`config.mk`:
```
export PLATFORM = sky130hd
export DESIGN_NAME = uart_frame_parser_flat
export DESIGN_NICKNAME = d
export VERILOG_FILES = /design/src/rtl/uart_frame_parser_pkg.sv /design/src/rtl/uart_frame_parser_if.sv /design/src/rtl/uart_frame_parser_hex_nibble_dec.sv /design/src/rtl/uart_frame_parser.sv /design/src/flat_wrapper.sv
export SDC_FILE = /design/constraint.sdc
export NUM_CORES = 1
export LEC_CHECK = 0
export BUFFER_PORTS_ARGS = -buffer_cell sky130_fd_sc_hd__buf_2
export CELL_PAD_IN_SITES_DETAIL_PLACEMENT = 1
export CELL_PAD_IN_SITES_GLOBAL_PLACEMENT = 1
export CORE_MARGIN = 1.5
export CORE_UTILIZATION = 45
export DETAILED_ROUTE_END_ITERATION = 16
export HOLD_SLACK_MARGIN = 0.03
export MAX_ROUTING_LAYER = met4
export PLACE_DENSITY_LB_ADDON = 0.2
export SLEW_MARGIN = 20
export SYNTH_ARGS = -nofsm -noshare
export SYNTH_HDL_FRONTEND = slang
export SYNTH_HIERARCHICAL = 1
export SYNTH_SLANG_ARGS = --single-unit
```
`constraint.sdc`:
```
create_clock -name clk -period 4.2 [get_ports clk]
set_input_delay 0.84 -clock clk [delete_from_list [all_inputs] [get_ports clk]]
set_output_delay 0.84 -clock clk [all_outputs]
set_load 0.01 [all_outputs]
```
`src/rtl/uart_frame_parser_pkg.sv`:
```
// Shared definitions for the UART status-frame parser: frame constants,
// FSM state encoding and the error-code enumeration.
package uart_frame_pkg;

  localparam logic [7:0] FRAME_HEADER  = 8'hAD;
  localparam int         FRAME_LEN     = 12;
  localparam logic [7:0] FRAME_TERM    = 8'h0A;
  localparam logic [3:0] PAYLOAD_LAST  = 4'd8;   // index of the 9th payload char

  typedef enum logic [1:0] {
    ST_HUNT    = 2'd0,
    ST_LEN     = 2'd1,
    ST_PAYLOAD = 2'd2,
    ST_TERM    = 2'd3
  } state_t;

  typedef enum logic [1:0] {
    ERR_LEN     = 2'd0,
    ERR_HEX     = 2'd1,
    ERR_TERM    = 2'd2,
    ERR_TIMEOUT = 2'd3
  } err_code_t;

endpackage

```
`src/rtl/uart_frame_parser_if.sv`:
```
// Byte-stream input and decoded-frame output bundle of the parser.
// Handshake: a byte transfers on a clock edge where rx_data_valid and
// rx_data_ready are both high; rx_data must be stable while rx_data_valid
// is high. frame_valid / frame_err are single-cycle pulses with no ready.
interface uart_frame_parser_if;
  logic [7:0]  rx_data;
  logic        rx_data_valid;
  logic        rx_data_ready;
  logic [7:0]  mod_type;
  logic [15:0] demod_fre;
  logic [7:0]  mod_depth;
  logic [7:0]  delta_freq;
  logic        frame_valid;
  logic        frame_err;
  logic [1:0]  err_code;
  logic [15:0] frame_cnt;
  logic [15:0] err_cnt;

  // Parser side
  modport slave (
    input  rx_data, rx_data_valid,
    output rx_data_ready, mod_type, demod_fre, mod_depth, delta_freq,
           frame_valid, frame_err, err_code, frame_cnt, err_cnt
  );

  // Byte source / result consumer side
  modport master (
    output rx_data, rx_data_valid,
    input  rx_data_ready, mod_type, demod_fre, mod_depth, delta_freq,
           frame_valid, frame_err, err_code, frame_cnt, err_cnt
  );
endinterface

```
`src/rtl/uart_frame_parser_hex_nibble_dec.sv`:
```
// ASCII hex character to nibble decoder ('0'-'9', 'A'-'F', 'a'-'f').
module uart_hex_nibble_dec (
  input  logic [7:0] char_i,
  output logic [3:0] nibble_o,
  output logic       is_hex_o
);

  // Digits map straight through their low nibble; letters 'A'/'a' have
  // low nibble 1, so adding 9 yields 10..15.
  always_comb begin
    nibble_o = 4'd0;
    is_hex_o = 1'b0;
    if (char_i >= 8'h30 && char_i <= 8'h39) begin
      nibble_o = char_i[3:0];
      is_hex_o = 1'b1;
    end else if ((char_i >= 8'h41 && char_i <= 8'h46) ||
                 (char_i >= 8'h61 && char_i <= 8'h66)) begin
      nibble_o = char_i[3:0] + 4'd9;
      is_hex_o = 1'b1;
    end
  end

endmodule

```
`src/rtl/uart_frame_parser.sv`:
```
// Demodulator status-frame parser sitting behind a uart_rx.
// Frame: HEADER, length (12), 9 ASCII-hex chars, '\n'.
// Optional inter-byte timeout enabled by defining UART_FRAME_TIMEOUT_EN.
module uart_frame_parser #(
  parameter int         CLK_FRE    = 50,
  parameter logic [7:0] HEADER     = uart_frame_pkg::FRAME_HEADER,
  parameter int         FRAME_LEN  = uart_frame_pkg::FRAME_LEN,
  parameter int         TIMEOUT_US = 1000
) (
  input  logic                   clk,
  input  logic                   rst,
  uart_frame_parser_if.slave     bus,
  output uart_frame_pkg::state_t dbg_state_o
);
  import uart_frame_pkg::*;

  localparam longint TMO_CYCLES = longint'(CLK_FRE) * longint'(TIMEOUT_US);

  // The timeout limit must fit the 32-bit counter and be non-zero.
  if (TMO_CYCLES < 1 || TMO_CYCLES > 64'sd4294967295) begin : g_bad_timeout
    $error("uart_frame_parser: CLK_FRE*TIMEOUT_US out of range");
  end

  state_t      state_q, state_d;
  logic [3:0]  idx_q, idx_d;
  logic [35:0] shadow_q, shadow_d;

  logic        rdy_q;
  logic [3:0]  mod_q;
  logic [15:0] fre_q;
  logic [7:0]  depth_q;
  logic [7:0]  delta_q;
  logic        fvalid_q, ferr_q;
  err_code_t   err_code_q, err_sel;
  logic [15:0] frame_cnt_q, err_cnt_q;

  logic        accept, commit, err, timeout_hit;
  logic [3:0]  nibble;
  logic        is_hex;

  assign accept = bus.rx_data_valid && rdy_q;

  uart_hex_nibble_dec u_hex (
    .char_i   (bus.rx_data),
    .nibble_o (nibble),
    .is_hex_o (is_hex)
  );

`ifdef UART_FRAME_TIMEOUT_EN
  localparam logic [31:0] TMO_LAST = 32'(TMO_CYCLES - 1);
  logic [31:0] tmo_q;

  // Idle-cycle counter: runs while a frame is open, cleared by any byte.
  always_ff @(posedge clk or posedge rst) begin
    if (rst)                                  tmo_q <= '0;
    else if (state_q == ST_HUNT || accept || timeout_hit) tmo_q <= '0;
    else                                      tmo_q <= tmo_q + 32'd1;
  end

  assign timeout_hit = (state_q != ST_HUNT) && (tmo_q == TMO_LAST);
`else
  assign timeout_hit = 1'b0;
`endif

  // FSM state, payload index and shadow register.
  always_ff @(posedge clk or posedge rst) begin
    if (rst) begin
      state_q  <= ST_HUNT;
      idx_q    <= '0;
      shadow_q <= '0;
    end else begin
      state_q  <= state_d;
      idx_q    <= idx_d;
      shadow_q <= shadow_d;
    end
  end

  // Next-state decode; a timeout takes priority over a same-cycle byte.
  always_comb begin
    state_d  = state_q;
    idx_d    = idx_q;
    shadow_d = shadow_q;
    commit   = 1'b0;
    err      = 1'b0;
    err_sel  = ERR_LEN;
    if (timeout_hit) begin
      state_d  = ST_HUNT;
      idx_d    = '0;
      shadow_d = '0;
      err      = 1'b1;
      err_sel  = ERR_TIMEOUT;
    end else if (accept) begin
      case (state_q)
        ST_HUNT: begin
          if (bus.rx_data == HEADER) state_d = ST_LEN;
        end
        ST_LEN: begin
          if (bus.rx_data == 8'(FRAME_LEN)) begin
            state_d  = ST_PAYLOAD;
            idx_d    = '0;
            shadow_d = '0;
          end else if (bus.rx_data != HEADER) begin
            state_d = ST_HUNT;
            err     = 1'b1;
            err_sel = ERR_LEN;
          end
        end
        ST_PAYLOAD: begin
          if (is_hex) begin
            shadow_d = {shadow_q[31:0], nibble};
            if (idx_q == PAYLOAD_LAST) state_d = ST_TERM;
            else                       idx_d   = idx_q + 4'd1;
          end else begin
            state_d = (bus.rx_data == HEADER) ? ST_LEN : ST_HUNT;
            err     = 1'b1;
            err_sel = ERR_HEX;
          end
        end
        ST_TERM: begin
          if (bus.rx_data == FRAME_TERM) begin
            state_d = ST_HUNT;
            commit  = 1'b1;
          end else begin
            state_d = (bus.rx_data == HEADER) ? ST_LEN : ST_HUNT;
            err     = 1'b1;
            err_sel = ERR_TERM;
          end
        end
        default: state_d = ST_HUNT;
      endcase
    end
  end

  // Output registers: fields load only on commit, counters and pulses.
  always_ff @(posedge clk or posedge rst) begin
    if (rst) begin
      rdy_q       <= 1'b0;
      mod_q       <= '0;
      fre_q       <= '0;
      depth_q     <= '0;
      delta_q     <= '0;
      fvalid_q    <= 1'b0;
      ferr_q      <= 1'b0;
      err_code_q  <= ERR_LEN;
      frame_cnt_q <= '0;
      err_cnt_q   <= '0;
    end else begin
      rdy_q    <= 1'b1;
      fvalid_q <= commit;
      ferr_q   <= err;
      if (commit) begin
        mod_q       <= shadow_q[35:32];
        fre_q       <= shadow_q[31:16];
        depth_q     <= shadow_q[15:8];
        delta_q     <= shadow_q[7:0];
        frame_cnt_q <= frame_cnt_q + 16'd1;
      end
      if (err) begin
        err_code_q <= err_sel;
        if (err_cnt_q != 16'hFFFF) err_cnt_q <= err_cnt_q + 16'd1;
      end
    end
  end

  assign bus.rx_data_ready = rdy_q;
  assign bus.mod_type      = {4'h0, mod_q};
  assign bus.demod_fre     = fre_q;
  assign bus.mod_depth     = depth_q;
  assign bus.delta_freq    = delta_q;
  assign bus.frame_valid   = fvalid_q;
  assign bus.frame_err     = ferr_q;
  assign bus.err_code      = err_code_q;
  assign bus.frame_cnt     = frame_cnt_q;
  assign bus.err_cnt       = err_cnt_q;
  assign dbg_state_o       = state_q;

endmodule

```
`src/flat_wrapper.sv`:
```
// flat-port wrapper written by rule: the top's interface ports become plain ports
module uart_frame_parser_flat import uart_frame_pkg::*;
#(
  parameter int         CLK_FRE    = 50,
  parameter logic [7:0] HEADER     = uart_frame_pkg::FRAME_HEADER,
  parameter int         FRAME_LEN  = uart_frame_pkg::FRAME_LEN,
  parameter int         TIMEOUT_US = 1000
)
  (clk, rst, dbg_state_o, bus_rx_data, bus_rx_data_valid, bus_rx_data_ready, bus_mod_type, bus_demod_fre, bus_mod_depth, bus_delta_freq, bus_frame_valid, bus_frame_err, bus_err_code, bus_frame_cnt, bus_err_cnt);
  uart_frame_parser_if bus_i ();
  input  logic clk;
  input  logic rst;
  output uart_frame_pkg::state_t dbg_state_o;
  input wire logic [$bits(bus_i.rx_data)-1:0] bus_rx_data;
  input wire logic [$bits(bus_i.rx_data_valid)-1:0] bus_rx_data_valid;
  output wire logic [$bits(bus_i.rx_data_ready)-1:0] bus_rx_data_ready;
  output wire logic [$bits(bus_i.mod_type)-1:0] bus_mod_type;
  output wire logic [$bits(bus_i.demod_fre)-1:0] bus_demod_fre;
  output wire logic [$bits(bus_i.mod_depth)-1:0] bus_mod_depth;
  output wire logic [$bits(bus_i.delta_freq)-1:0] bus_delta_freq;
  output wire logic [$bits(bus_i.frame_valid)-1:0] bus_frame_valid;
  output wire logic [$bits(bus_i.frame_err)-1:0] bus_frame_err;
  output wire logic [$bits(bus_i.err_code)-1:0] bus_err_code;
  output wire logic [$bits(bus_i.frame_cnt)-1:0] bus_frame_cnt;
  output wire logic [$bits(bus_i.err_cnt)-1:0] bus_err_cnt;
  assign bus_i.rx_data = bus_rx_data;
  assign bus_i.rx_data_valid = bus_rx_data_valid;
  assign bus_rx_data_ready = bus_i.rx_data_ready;
  assign bus_mod_type = bus_i.mod_type;
  assign bus_demod_fre = bus_i.demod_fre;
  assign bus_mod_depth = bus_i.mod_depth;
  assign bus_delta_freq = bus_i.delta_freq;
  assign bus_frame_valid = bus_i.frame_valid;
  assign bus_frame_err = bus_i.frame_err;
  assign bus_err_code = bus_i.err_code;
  assign bus_frame_cnt = bus_i.frame_cnt;
  assign bus_err_cnt = bus_i.err_cnt;
  uart_frame_parser #(.CLK_FRE(CLK_FRE), .HEADER(HEADER), .FRAME_LEN(FRAME_LEN), .TIMEOUT_US(TIMEOUT_US)) u_core (.clk(clk), .rst(rst), .bus(bus_i), .dbg_state_o(dbg_state_o));
endmodule
```
[Word level (Yosys, flattened, before mapping)]
Cells that the tools add are included.
W data, S select, Z words.
Operators by class
  div/mod/pow operators: 0
  reductions and logical operators: 11
  $add $sub $neg: 4
  bitwise operators: 0
  equal/unequal tests: 15
  shift operators: 0
  $lt $le $gt $ge: 6
  muxes and demuxes: 32
  $mul: 0
Operator list (count)
  $mux W36: 2
  $pmux W36 S2: 1
  $add A16 B1 Y16 const B: 2
  $mux W4: 5
  $eq A8 B4 Y1 const B: 2
  $ge A8 B7 Y1 const B: 2
  $le A8 B7 Y1 const B: 2
  $mux W2: 8
  $ne A16 B16 Y1 const B: 1
  $mux W1: 12
  $eq A8 B8 Y1 const B: 1
  $ge A8 B6 Y1 const B: 1
  $le A8 B6 Y1 const B: 1
  $ne A8 B8 Y1 const B: 1
  $pmux W2 S4: 1
  $pmux W4 S2: 1
  $reduce_and A4 Y1: 2
  $ne A2 B1 Y1 const B: 3
  $reduce_and A5 Y1: 1
  $add A4 B1 Y4 const B: 1
  $add A4 B4 Y4 const B: 1
  $eq A2 B2 Y1 const B: 2
  $eq A4 B4 Y1 const B: 1
  $logic_and A1 B1 Y1: 4
  10 further kinds: 10
Word-level totals
  word-level logic and storage cells: 81
  register bits: 115
  ROM bits: 0
  RAM bits: 0
  memories kept: 0
  bits of input ports: 11
  latch bits: 0
  output and inout port bits: 79

[Longest topological paths before layout]
Gate-level depths: netlist of the first run.
  word-level depth: 9
  depth in mapped cells: 11
  depth with buffers taken out: 10

[By module]
The synthesis of the first run kept the hierarchy.
Modules (own cells, without submodules)
  uart_frame_parser: times used 1, cells an instance 360, area an instance 4735.8 um2, seq. area each 2877.8 um2
  uart_hex_nibble_dec: times used 1, cells an instance 25, area an instance 203.9 um2, seq. area each 0.0 um2

[Worst setup path before layout of the first run]
Ideal clock, no wire load.
  kind: input to register
  start: input port bus_rx_data[0]
  end: register u_core.err_cnt_q[7] (netlist: u_core/bus.err_cnt[7])
  data required time: 4.121 ns
  path slack: 1.517 ns
  library setup time: 0.079 ns
  data arrival time: 2.604 ns
  cell stages on the path: 11
  buffers on the path: 1
  path through: inv_1 ha_1 nand2b_1 o211ai_1 nand2_1 nor2b_1 nor2_1 a22oi_4 buf_4 nor4_2 xor2_1
On the way
  longest elaborated chain between the ends: 9
  elaborated cells on any way between the ends: 22
  those cells by class: order compare (6); eq/ne (3); mux (8); reduce/logical (5)
Ends and longest elaborated chain
  start, declared: line flat_wrapper.sv:14  | input wire logic [$bits(bus_i.rx_data)-1:0] bus_rx_data;
  $ge A8 B7 Y1 (tied with other cells): line uart_frame_parser_hex_nibble_dec.sv:16  | end else if ((char_i >= 8'h41 && char_i <= 8'h46) ||
  $logic_and A1 B1 Y1 (on tied branches): line uart_frame_parser_hex_nibble_dec.sv:16, uart_frame_parser_hex_nibble_dec.sv:17
  $logic_or A1 B1 Y1: line uart_frame_parser_hex_nibble_dec.sv:16
  $mux W1: line uart_frame_parser_hex_nibble_dec.sv:16
  $mux W1 *: line uart_frame_parser_hex_nibble_dec.sv:13  | if (char_i >= 8'h30 && char_i <= 8'h39) begin
  net u_core.is_hex: line uart_frame_parser.sv:39  | logic is_hex;
  $mux W1 *: line uart_frame_parser.sv:109  | if (is_hex) begin
  $pmux W1 S3 *: line uart_frame_parser.sv:93  | case (state_q)
  $mux W1 *: line uart_frame_parser.sv:92  | end else if (accept) begin
  $reduce_and A2 Y1 (no source line) *
  end signal, assigned: line uart_frame_parser.sv:160  | if (err_cnt_q != 16'hFFFF) err_cnt_q <= err_cnt_q + 16'd1;
  end, declared: line uart_frame_parser.sv:35  | logic [15:0] frame_cnt_q, err_cnt_q;
Mark *: on every way through the listed nets, which the timed path passes. The rest lies on a longest branch.
A chain may end at the register's enable or synchronous reset.

[Final worst setup path of the first run]
  start: input port bus_rx_data[0]
  end: register u_core.idx_q[2]
On the way
  longest elaborated chain between the ends: 7
  elaborated cells on any way between the ends: 16
  those cells by class: order compare (6); eq/ne (3); mux (2); reduce/logical (5)
Ends and longest elaborated chain
  $ge A8 B7 Y1 (tied with other cells): line uart_frame_parser_hex_nibble_dec.sv:16
  $logic_and A1 B1 Y1 (on tied branches): line uart_frame_parser_hex_nibble_dec.sv:16, uart_frame_parser_hex_nibble_dec.sv:17
  $logic_or A1 B1 Y1: line uart_frame_parser_hex_nibble_dec.sv:16
  $mux W1: line uart_frame_parser_hex_nibble_dec.sv:16
  $mux W1 *: line uart_frame_parser_hex_nibble_dec.sv:13
  net u_core.is_hex: line uart_frame_parser.sv:39
  $ne A2 B1 Y1 (no source line) *
  $reduce_and A5 Y1 (no source line) *
  end signal, assigned: line uart_frame_parser.sv:73  | idx_q <= idx_d;
  end, declared: line uart_frame_parser.sv:25  | logic [3:0] idx_q, idx_d;
Marked as above.

==> run summary, run 1 <==
Avg Inst Size Synth -> 12.8 µm²
detailed-route wire length -> 11500 µm
core area -> 10800 µm²
pwr dens -> 434 nW/µm²
Sink Count -> 115
Top Ports -> 90
maximum VDD drop -> 0.268 mV
Achievable Freq -> 0.358 GHz
Fill cells -> 1118
row cnt -> 38
gr usage total -> 22.0%
setup tns final -> 0 ns
Data arrival, critical path -> 3.17 ns
most frequent cell after synthesis -> dfrtp_1
Yosys top cell area share -> 58.3%
critical path type -> input pin to register
footprint of the multi-input gates -> 1940 µm²
final hold vios -> 0
Syn-to-layout area delta -> 22.5%
crit path time final -> 2.80 ns
drt first pass iters -> 4
postcts setup bufs -> 0
vias -> 3457
# nets final -> 497
wire length per cell -> 18.2 µm
antenna violations before repair -> 0
H-tree levels -> 4
Syn. warnings -> 6
clk buf depth -> 2
Final GP Congestion -> 0.775
Root Driver -> clkbuf_8
cell count after synthesis -> 385
final worst path period share -> 66.6%
CP max FO -> 41
Worst-path clk slew -> 0.05 ns
Die Y -> 108 µm
Yosys cell types -> 47
fin. max-slew vios -> 0
residual DRC count -> 0
ANT nets after route -> 0
Initial Util -> 45.8%
CTS tree -> built
Worst Skew -> 0.00868 ns
Synth Flop Type -> dfrtp_1
setup violators final -> 0
final design utilization -> 56.1%
ys async rst share -> 100%
vias in the first global route -> 3652
Hold Buf Count CTS -> 0
# Max-Cap Violations -> 0
cts bufs inserted -> 17
critical path launch point type -> input pin
Rel. slew slack -> 50.2%
vias per cell -> 5.47
largest net degree at the start of global routing -> 61
RSZ-0062 raised after global routing -> false
synth top area cells -> dfrtp_1 58%, mux2_2 8.4%, a22o_1 6.6%
port bufs -> 85
worst slew pin tran -> 0.747 ns
Synth Cell Area -> 4940 µm²
Lkg Pwr -> 0.00316 µW
Critical Path RT -> 4.57 ns
Hold/Removal Path Class -> input pin to async pin
Synth Register Bits -> 115
Die ar. -> 11600 µm²
sequential cell area -> 2880 µm²
Post-synth top cells -> 115 x dfrtp_1, 37 x a22o_1, 37 x mux2_2
status -> complete, no violations
EDFF count, synth -> 0
grt ovf -> 0
CP Capture Type -> register
die width -> 108 µm
Seq/Total Area, Yosys -> 58.3%
Initial DRC Count -> 90
layout cell share with drive strength beyond 1 -> 34.8%
first-pass GRT wire length -> 18900 µm
post-detail-place hpwl -> 7230 µm
# resized after CTS -> 0
later-pin clock latency in the skew report -> 0.51 ns
leading area contributor after synthesis -> dfrtp_1
ant diodes -> 0
[logic make-up after synthesis]
logic type | after synthesis | share of synthesized area [%]
other | 2 | 0.152
AO/OA/AOI/OAI | 64 | 10.3
adder cells (fa/ha/maj) | 7 | 1.77
flip-flops | 115 | 58.3
AND/OR/NAND/NOR | 98 | 12.4
multiplexers | 39 | 8.87
XOR/XNOR | 30 | 5.32
buffers and inverters | 30 | 2.94
[power breakdown]
| group | leakage [µW] | internal (µW) | switching [µW] | total [µW] |
|---|---|---|---|---|
| Clock | 0.000275 | 851 | 480 | 1330 |
| Sequential | 0.00158 | 1130 | 27.7 | 1160 |
| Combinational | 0.00130 | 48.4 | 89.5 | 138 |
| Total | 0.00316 | 2030 | 598 | 2630 |
[metrics by stage]
| stage | worst slack [ns] | instance area (µm²) | total power (µW) | hold WS, ns | std cells |
|---|---|---|---|---|---|
| final | 1.40 | 6050 | 2630 | 0.471 | 632 |
| after global routing | 1.20 | 6050 | 2730 | 0.496 | 632 |
| after floorplan | 0.316 | 4950 | 1260 | 0.451 | 388 |
| after detailed placement | 1.00 | 5500 | 1320 | 0.473 | 600 |
| after global placement | 1.15 | 5500 | 1310 | 0.450 | 600 |
| after CTS | 1.42 | 6050 | 2660 | 0.478 | 632 |
[layer usage]
metal	GRT usage, %	wire, µm	up-vias
met2	35.9	5860	79
met5	-	0	-
met1	27.4	5150	1780
li1	-	-	1586
met3	4.18	326	12
met4	8.18	151	0
[worst paths after layout]
| kind | end | cells after the start | from | slack [ns] |
|---|---|---|---|---|
| max in group asynchronous | u_core/shadow_q[5] | 3 | rst | 2.86 |
| setup / recovery | u_core/idx_q[2] | 12 | bus_rx_data[0] | 1.40 |
| hold reg to reg | u_core/bus.frame_cnt[15] | 1 | u_core/bus.frame_cnt[15] | 0.47 |
| hold / removal | u_core/bus.err_cnt[8] | 2 | rst | 0.47 |
| setup reg to reg | u_core/mod_q[3] | 4 | u_core/dbg_state_o[0] | 1.99 |
| min in group clk | u_core/bus.frame_cnt[15] | 1 | u_core/bus.frame_cnt[15] | 0.47 |
[critical path, cell delays in order]
cell and delay (ns):
buf_2 0.15, inv_1 0.11, ha_1 0.21, o21bai_1 0.10, a21o_2 0.25, nand2_1 0.14, inv_1 0.09, nor3_2 0.17
buf_4 0.40, a21boi_0 0.30, o21ai_0 0.27, o21ai_0 0.14
[sequential cells by signal, summed over array words and instances (netlist names)]
register                  count
u_core/shadow_q              36
u_core/bus.err_cnt           16
u_core/idx_q                  4
u_core/mod_q                  4
u_core/bus.mod_depth          8
u_core/bus.delta_freq         8
u_core/bus.err_code           2
u_core/bus.demod_fre         16
u_core/dbg_state_o            2
u_core/bus.frame_err          1
u_core/bus.frame_cnt         16
u_core/bus.frame_valid        1
u_core/bus.rx_data_ready      1
[cell usage in the layout, fill, tap and decap left out, types with 4 or more instances in the layout]
master / synthesis / final
buf_4: 6 / 5
inv_1: 12 / 11
buf_2: 8 / 85
mux2_2: 37 / 37
clkbuf_16: 0 / 16
nor4_2: 4 / 4
nor2_1: 16 / 16
nor2b_1: 5 / 5
nand3_1: 13 / 13
nand2_1: 14 / 14
o21ai_0: 10 / 10
nand4_1: 12 / 12
dfrtp_1: 115 / 115
a22o_1: 37 / 37
nor4_1: 5 / 5
conb_1: 2 / 5
a31oi_1: 4 / 4
clkinv_2: 0 / 7
xnor2_1: 9 / 9
ha_1: 7 / 7
xor2_1: 21 / 21
[layout make-up]
cell class	count	area share (%)
clock buffer	21	7.26
clock inverter	11	1.84
inverter	12	0.786
multi-input combinational	243	32.0
sequential	115	47.6
tap	140	2.89
timing repair buffer	90	7.65
Note: power is estimated with default switching activity, not from simulation.
==> run 2: changes to the inputs <==
ABC_AREA = 1   (was not set)
CORE_UTILIZATION = 38   (was 45)
clock period = 2.4 ns   (was 4.2 ns; I/O delays follow)
==> run 2 against run 1 <==
Net effect:
- core utilization shrank 7.5 points
- largest power group unchanged
- design area grew 12%
- non-clock buffer count grew 6
- combinational power grew to 4.1 times the previous value
- sequential cell count is the same
==> run summary, run 2 <==
most frequent cell after synthesis -> nand2_1
pwr dens -> 789 nW/µm² (+82%)
commonest non-fill, non-tap cell in the layout -> nand2_1
# Max-Cap Violations -> 0 (unchanged)
clk buf depth -> 2 (unchanged)
# resized after CTS -> 0 (unchanged)
antenna violations before repair -> 0 (unchanged)
Die Y -> 123 µm (+14%)
Syn-to-layout area delta -> 23.4%
Worst-path clk slew -> 0.05 ns (about the same)
synth top area cells -> dfrtp_1 52%, nand2_1 15%, o21ai_0 6.1%
CP dominant cell by count -> nand2_1
max reg flops -> 36 (unchanged)
leading area contributor after synthesis -> dfrtp_1
final worst slack -> 0.418 ns (-0.986 ns)
Top reg by flops -> u_core/shadow_q
NetSw -> 1340 µW (+120%)
drt first pass iters -> 4 (unchanged)
Seq/Total Area, Yosys -> 52.3% (-6.0 points)
Die ar. -> 15200 µm² (+31%)
wire length per cell -> 15.1 µm (-17%)
Clock Power Share -> 49.6% (-1.1 points)
first-pass GRT wire length -> 24500 µm (+29%)
setup tns final -> 0 ns (unchanged)
CP max FO -> 32 (-22%)
CP Capture Type -> register
vias per cell -> 4.94 (-9.8%)
grt ovf -> 0 (unchanged)
Synth Flop Type -> dfrtp_1
ANT nets after route -> 0 (unchanged)
Comb pwr share -> 10.4% (+5.1 points)
Post-synth top cells -> 227 x nand2_1, 115 x dfrtp_1, 78 x inv_1
Sink Count -> 115 (unchanged)
post-route insts no fill -> 968 (+53%)
Hold Buf Count CTS -> 0 (unchanged)
vias in the first global route -> 4932 (+35%)
residual DRC count -> 0 (unchanged)
final hold vios -> 0 (unchanged)
Initial Util -> 39.4% (-6.4 points)
cell count after synthesis -> 682 (+77%)
fin. max-slew vios -> 0 (unchanged)
later-pin clock latency in the skew report -> 0.42 ns (-0.09 ns)
Sw Share -> 25.0% (+2.3 points)
status -> complete, no violations
row cnt -> 43 (+13%)
CP bufs+invs -> 5 (+1)
Fill cells -> 1712 (+53%)
detailed-route wire length -> 14600 µm (+28%)
Avg Inst Size Synth -> 8.07 µm² (-37%)
Final GP Congestion -> 0.802 (+3.5%)
Worst Skew -> 0.00842 ns (-0.000255 ns)
core area -> 14000 µm² (+30%)
critical path type -> input pin to register
ys async rst share -> 100% (unchanged)
ant diodes -> 0 (unchanged)
gr usage total -> 21.4% (-0.62 points)
Placed Cells -> 936 (+56%)
Top delay family on crit path -> buffers and inverters
Achievable Freq -> 0.504 GHz
Top Ports -> 90 (unchanged)
pre-CTS WS -> 0.0408 ns (-0.959 ns)
largest net degree at the start of global routing -> 75 (+23%)
RSZ-0062 raised after global routing -> false
CP max stage delay -> 0.27 ns (-0.13 ns)
postcts setup bufs -> 0 (unchanged)
cts bufs inserted -> 17 (unchanged)
maximum VDD drop -> 0.570 mV (+110%)
cell internal pwr -> 4020 µW (+98%)
# nets final -> 793 (+60%)
most frequent cells in the layout -> 227 x nand2_1, 115 x dfrtp_1, 85 x buf_2
Flop pwr share -> 40.0% (-4.1 points)
EDFF count, synth -> 0 (unchanged)
Synth Cell Area -> 5510 µm² (+11%)
vias -> 4778 (+38%)
Yosys top cell area share -> 52.3% (-6.0 points)
setup violators final -> 0 (unchanged)
H-tree levels -> 4 (unchanged)
crit path time final -> 1.98 ns
Lkg Pwr -> 0.00349 µW (+10%)
worst-path cell chain -> buf_2 -> inv_1 -> ha_1 -> nor2_1 -> o21ai_1 -> nand2_1 -> nand2_1 -> inv_1 -> nand2_2 -> nand2_1 -> inv_2 -> nand2_1 -> buf_12 -> o21ai_0
Initial DRC Count -> 208 (+130%)
final design utilization -> 48.6% (-7.5 points)
die width -> 123 µm (+14%)
CTS tree -> built
Design Power -> 5360 µW (+100%)
Yosys cell types -> 28 (-40%)
Synth Register Bits -> 115 (unchanged)
Hold/Removal Path Class -> input pin to async pin
Syn. warnings -> 6 (unchanged)
layout cell share with drive strength beyond 1 -> 18.4% (-16 points)
critical path launch point type -> input pin
Root Driver -> clkbuf_16
Critical Path RT -> 2.71 ns (-1.86 ns)
port bufs -> 85 (unchanged)
Slowest cell on crit path -> o21ai_1
final worst path period share -> 82.6%
post-detail-place hpwl -> 10200 µm (+41%)
Data arrival, critical path -> 2.30 ns (-0.87 ns)
==> run 2: changes by cell type after synthesis, sizes merged, moves of 5 or more <==
| cell | change |
|---|---|
| nor2b | -5 |
| mux2 | -38 |
| xnor2 | -6 |
| nand2 | +216 |
| nor2 | +34 |
| nor4 | -9 |
| a22o | -37 |
| nand3 | +18 |
| o21ai | +70 |
| inv | +69 |
| nand4 | +14 |
==> run 2: path summary, 6_finish.rpt <==
kind / start / end / slack (ns) / cells past startpoint
max reg2reg: u_core/bus.err_cnt[0] / u_core/bus.err_cnt[11] / 0.43 / 9
min reg2reg: u_core/bus.mod_depth[5] / u_core/bus.mod_depth[5] / 0.48 / 2
min: rst / u_core/bus.err_cnt[5] / 0.06 / 2
max: bus_rx_data[0] / u_core/shadow_q[32] / 0.42 / 14
max in group asynchronous: rst / u_core/shadow_q[4] / 1.70 / 3
min in group clk: bus_rx_data_valid / u_core/bus.err_code[0] / 0.45 / 3
==> run 2: kinds of logic after synthesis <==
family	synth area share, %
other	0.136
adders and majority gates	1.59
xor gates and xnor gates	3.34
buffers and inverters	7.88
AOI/OAI and AO/OA	7.57
and+or+nand+nor	27.2
DFF	52.3
==> run 2: cell type report <==
type / count / area [µm²] / area share, %
flip-flops and latches: 115 / 2880 / 42.3
multi-input cells: 464 / 2210 / 32.5
repair buffers: 96 / 558 / 8.21
clock buffers: 23 / 468 / 6.89
inverters: 81 / 308 / 4.53
well taps: 180 / 225 / 3.31
clock inverters: 9 / 153 / 2.25
==> run 2: per-layer routing <==
layer	track usage [%]	wire, µm	up-vias
met1	27.1	6870	2336
met3	4.57	578	23
li1	-	-	2327
met5	-	0	-
met4	8.41	260	0
met2	33.5	6940	92
==> run 2: per-stage QoR <==
stage               hold slack [ns]  instance area (µm²)
floorplan                     0.442                 5520
global placement              0.459                 6170
detailed placement            0.465                 6170
CTS                          0.0563                 6800
global route                 0.0763                 6800
finish                       0.0633                 6800
==> run 2: power groups by stage <==
stage,clock network (µW),logic [µW],registers (µW)
5_1_grt,2810,637,2160
6_report,2660,559,2140
4_1_cts,2730,568,2150
3_3_place_gp,0,536,2170
3_5_place_dp,0,567,2170
2_1_floorplan,0,349,2180
